==> src/rtl/filler_scheduler.sv <==
// Round-robin scheduler granting one station at a time onto a shared filler FSM.
// Optional macro FILLER_SCHED_PRIORITY_EN switches arbitration to fixed lowest-index priority.
module filler_scheduler #(
  parameter int NUM_REQ        = 4,
  parameter int TIMEOUT_CYCLES = 16,
  parameter int CNT_W          = 8
) (
  input  logic               clk,
  input  logic               rst,
  input  logic               enable,
  input  logic [NUM_REQ-1:0] req,
  input  logic               filler_lleno,
  input  logic               clr_err,
  output logic               startfill,
  output logic [NUM_REQ-1:0] grant,
  output logic [NUM_REQ-1:0] done_pulse,
  output logic [CNT_W-1:0]   fill_count,
  output logic               timeout_err,
  output logic [1:0]         sched_state
);

  // state    | meaning
  // IDLE     | waiting for an enabled request, arbitrates
  // START    | one-cycle startfill to the filler
  // WAIT     | waiting for lleno_flag or timeout
  // COOLDOWN | grant dropped, done_pulse on success, filler returns to idle
  localparam logic [1:0] S_IDLE     = 2'b00;
  localparam logic [1:0] S_START    = 2'b01;
  localparam logic [1:0] S_WAIT     = 2'b10;
  localparam logic [1:0] S_COOLDOWN = 2'b11;

  localparam int IDX_W = $clog2(NUM_REQ);
  localparam int TMR_W = $clog2(TIMEOUT_CYCLES);
  localparam logic [TMR_W-1:0]   TMR_LAST = TMR_W'(TIMEOUT_CYCLES - 1);
  localparam logic [NUM_REQ-1:0] ONE      = NUM_REQ'(1);

  logic [1:0]       state;
  logic [IDX_W-1:0] idx;
  logic [IDX_W-1:0] rr_ptr;
  logic [TMR_W-1:0] timer;
  logic             job_ok;

  logic [IDX_W-1:0] win_idx;
  logic [IDX_W-1:0] cand;
  logic             win_vld;

  always_comb begin
    win_idx = '0;
    win_vld = 1'b0;
    cand    = '0;
`ifdef FILLER_SCHED_PRIORITY_EN
    // Scanning downward leaves the lowest asserted index as the winner.
    for (int i = NUM_REQ - 1; i >= 0; i--) begin
      if (req[i]) begin
        win_idx = IDX_W'(i);
        win_vld = 1'b1;
      end
    end
`else
    // Search starts just past the last served station so every station gets a turn.
    for (int k = 1; k <= NUM_REQ; k++) begin
      cand = IDX_W'((int'(rr_ptr) + k) % NUM_REQ);
      if (!win_vld && req[cand]) begin
        win_idx = cand;
        win_vld = 1'b1;
      end
    end
`endif
  end

  always_ff @(posedge clk) begin
    if (rst) begin
      state       <= S_IDLE;
      idx         <= '0;
      rr_ptr      <= IDX_W'(NUM_REQ - 1);
      timer       <= '0;
      fill_count  <= '0;
      timeout_err <= 1'b0;
      job_ok      <= 1'b0;
    end else begin
      if (clr_err) timeout_err <= 1'b0;
      case (state)
        S_IDLE: begin
          if (enable && win_vld) begin
            idx   <= win_idx;
            state <= S_START;
          end
        end
        S_START: begin
          timer  <= '0;
          job_ok <= 1'b0;
          state  <= S_WAIT;
        end
        S_WAIT: begin
          timer <= timer + 1'b1;
          if (filler_lleno) begin
            state  <= S_COOLDOWN;
            job_ok <= 1'b1;
`ifndef FILLER_SCHED_PRIORITY_EN
            rr_ptr <= idx;
`endif
            if (fill_count != '1) fill_count <= fill_count + 1'b1;
          end else if (timer == TMR_LAST) begin
            // A timeout set overrides a clr_err arriving in the same cycle.
            timeout_err <= 1'b1;
            state       <= S_COOLDOWN;
            job_ok      <= 1'b0;
`ifndef FILLER_SCHED_PRIORITY_EN
            rr_ptr      <= idx;
`endif
          end
        end
        S_COOLDOWN: state <= S_IDLE;
        default:    state <= S_IDLE;
      endcase
    end
  end

  assign startfill   = (state == S_START);
  assign grant       = (state == S_START || state == S_WAIT) ? (ONE << idx) : '0;
  assign done_pulse  = (state == S_COOLDOWN && job_ok) ? (ONE << idx) : '0;
  assign sched_state = state;

endmodule
==> config.mk <==
export PLATFORM = sky130hd
export DESIGN_NAME = filler_scheduler
export DESIGN_NICKNAME = d
export VERILOG_FILES = /design/src/rtl/filler_scheduler.sv
export SDC_FILE = /design/constraint.sdc
export NUM_CORES = 1
export LEC_CHECK = 0
export CORE_MARGIN = 4
export CORE_UTILIZATION = 40
export CTS_CLUSTER_SIZE = 10
export DETAILED_ROUTE_END_ITERATION = 12
export MAX_ROUTING_LAYER = met4
export PLACE_DENSITY = 0.72
export SYNTH_ARGS = -nofsm -noshare
export SYNTH_HDL_FRONTEND = slang
export SYNTH_SLANG_ARGS = --single-unit
==> constraint.sdc <==
create_clock -name clk -period 1.8 [get_ports clk]
set_clock_uncertainty 0.15 [all_clocks]
set_input_delay 0.18 -clock clk [delete_from_list [all_inputs] [get_ports clk]]
set_output_delay 0.18 -clock clk [all_outputs]
set_load 0.02 [all_outputs]
==> flow_metrics.env <==
export IMPL_status="finished, final reports clean"
export IMPL_crit_required_ns=1.47
export IMPL_cts_buffers=3
export IMPL_finalCritPeriodShare=0.9667
export IMPL_io_pins=29
export IMPL_gp_congestion=0.7615
export IMPL_area_growth_pct=40.06
export IMPL_crit_buf_inv=2
export IMPL_port_buffers=28
export IMPL_vias=1182
export IMPL_yosysTopAreaCellShare=0.3365
export IMPL_drt_iter0_drc=35
export IMPL_synth_area_leaders="dfxtp_1 34%, ha_1 7.4%, nor2_1 5.4%, mux2i_1 5.0%, nor3b_1 3.2%"
export IMPL_grt_pass1_wl_um=5333
export IMPL_hpwl_um=2302
export IMPL_ctsHoldBuffers=0
export IMPL_clock_fmax_ghz=0.5747
export IMPL_yosysUniqueCellTypes=38
export IMPL_clkTransAtPathRegs_ns=0.10
export IMPL_grt_pass1_vias=1249
export IMPL_drv_slew=0
export IMPL_cts_sinks=20
export IMPL_yosysTopAreaCell="dfxtp_1"
export IMPL_cts_setup_buffers=0
export IMPL_ctsHtreeMaxLevel=1
export IMPL_stdcell_count=213
export IMPL_die_area_um2=3911
export IMPL_avgSynthCellArea_um2=8.560
export IMPL_ir_drop_mv=0.5201
export IMPL_drive_gt1_frac=0.2802
export IMPL_drt_pass1_iterations=4
export IMPL_fin_nets=199
export IMPL_core_um2=2805
export IMPL_yosysSeqAreaShare=0.3365
export IMPL_rsz0062_at_grt="yes"
export IMPL_grt_util_all_layers=0.1663
export IMPL_cellPowerDensity_nw_per_um2=1004
export IMPL_critPathLaunchType="register"
export IMPL_clock_path_buffers=2
export IMPL_crit_fanout=5
export IMPL_wire_per_inst_um=14.27
export IMPL_crit_chain="inv_1 -> ha_4 -> and3b_1 -> buf_2"
export IMPL_clock_latency_ns=0.30
export IMPL_seq_area_um2=405.4
export IMPL_worstSetupEndpointType="output port"
export IMPL_nFillCells=285
export IMPL_start_util=0.4242
export IMPL_slew_headroom=0.7076
export IMPL_slowest_stage="dfxtp_2"
export IMPL_drv_cap=0
export IMPL_timing_setup_tns_ns=0
export IMPL_multi_input_area_um2=789.5
export IMPL_wl_um=3039
export IMPL_setup_viol=0
export IMPL_worst_hold_path_type="register to register"
export IMPL_worst_slew_pin_slew_ns=0.4375
export IMPL_dp_cells=209
export IMPL_remaining_drc_errors=0
export IMPL_hold_viol=0
export IMPL_postRouteAntennaNets=0
export IMPL_grt_max_degree=16
export IMPL_tritoncts="yes"
export IMPL_dieHeight_um=62.54
export IMPL_ys_ff_latch=20
export IMPL_cts_root_buf="clkbuf_4"
export IMPL_grt_overflow=0
export IMPL_vias_per_cell=5.549
export IMPL_std_cell_rows=19
export IMPL_total_leakage_power_nw=0.7007
export IMPL_syn_nets=155
export IMPL_post_cts_resized=38
export IMPL_cp_top_family="flip-flops"
export IMPL_syn_area_um2=1190
export IMPL_antenna_found_initial=0
export IMPL_cp_arrival_ns=1.41
export IMPL_ys_warn_count=0
export IMPL_critPathMaxStageDelay_ns=0.39
export IMPL_crit_type="register to output port"
export IMPL_fp_dieW_um=62.54
export IMPL_period_needed_ns=1.740
export IMPL_syn_inst=139
export IMPL_n_antenna_cell=0
-- path summary, 6_finish.rpt --
| path | slack, ns | from | to | depth (start not counted) |
|---|---|---|---|---|
| setup reg to reg | 0.09 | sched_state[0] | fill_count[5] | 6 |
| hold / removal | 0.35 | timer[1] | timer[1] | 2 |
| hold reg to reg | 0.35 | timer[1] | timer[1] | 2 |
| setup / recovery | 0.06 | sched_state[1] | grant[2] | 4 |
-- worst reg2reg max path, delay by kind of cell (launching register included) --
family          cells  cell delay (ns)
buf+inv             1             0.11
simple gates        2             0.32
mux                 1             0.32
compound gates      1             0.22
fa+ha+maj           1             0.15
flops               1             0.35
-- sequential cells by signal, summed over array words and instances (netlist names) --
signal       flops
fill_count       8
timer            4
idx              2
rr_ptr           2
sched_state      2
job_ok           1
timeout_err      1
-- power breakdown --
part | total [W] | internal [W] | switching [W]
sequential | 0.000562 | 0.000495 | 0.0000675
combinational | 0.000849 | 0.000441 | 0.000408
clock | 0.000261 | 0.000123 | 0.000138
total | 0.00167 | 0.00106 | 0.000613
-- metal layers --
metal,vias up,GRT usage,share of wire
met2,31,0.2956,0.50
met5,-,-,0
met4,0,0.06061,0.015
li1,583,-,-
met3,7,0.03957,0.042
met1,561,0.1790,0.44
-- cells in the mapped netlist --
library cell,number
nor2b_1,2
o41ai_1,1
and2b_1,1
o2bb2ai_1,1
a221o_2,1
and4_1,1
mux2_2,1
nor2_1,17
xor2_1,1
or2b_1,1
nor3b_1,5
nand3_2,1
nor3_1,2
a31oi_1,3
dfxtp_1,20
o21ai_0,7
nor3_2,1
and3_1,4
a22oi_1,2
a21oi_1,6
inv_1,6
mux2_1,1
o311ai_2,1
a41oi_2,2
buf_2,1
nand3_1,6
and4_4,1
mux2i_1,6
clkbuf_1,6
nand2b_1,4
a2111oi_1,1
a211oi_1,3
nand2_1,9
nand4_1,2
xnor2_1,2
and3b_1,2
ha_1,7
or4_4,1
-- cell families (layout without fill, tap and decap cells) --
group,count (synthesis),count (layout),share of synthesized area
simple gates,60,60,0.2808
compound gates,28,28,0.1756
flops,20,20,0.3365
buf+inv,13,56,0.04205
mux,8,8,0.06940
fa+ha+maj,7,7,0.07360
xor+xnor,3,3,0.02209
-- cell usage in the layout (no fill, tap or decap), types with 2 or more instances in the layout --
cell type,instances
nand3_1,6
a211oi_1,3
buf_4,20
and3_1,4
clkdlybuf4s50_1,18
nor2_1,17
a41oi_2,2
mux2i_1,6
nand4_1,2
clkbuf_2,2
inv_1,5
nand2_1,9
xnor2_1,2
clkbuf_4,3
dfxtp_1,16
dfxtp_2,4
a31oi_1,3
a21oi_1,6
buf_2,5
o21ai_0,7
nor3_1,2
nor3b_1,3
nand2b_1,4
nor2b_1,2
ha_1,5
and3b_1,2
ha_4,2
-- cell type report --
class / count / area share
Multi-Input combinational cell: 106 / 0.4737
Clock buffer: 4 / 0.02177
Timing Repair Buffer: 46 / 0.2245
Inverter: 6 / 0.01351
Tap cell: 31 / 0.02327
Sequential cell: 20 / 0.2432
-- per-stage QoR --
step                area [um2]  utilization  setup slack (ns)  hold WS, ns  total power, W
detailed placement        1629       0.5807           -0.1294       0.3330        0.001368
global placement          1629       0.5807          -0.05188       0.3256        0.001342
finish                    1667       0.5941           0.05989       0.3487        0.001673
CTS                       1660       0.5919         -0.004679       0.3523        0.001661
global route              1667       0.5941          -0.01699       0.3979        0.001810
floorplan                 1202            -          0.008721       0.2166        0.001012
Note: power is estimated with default switching activity, not from simulation.
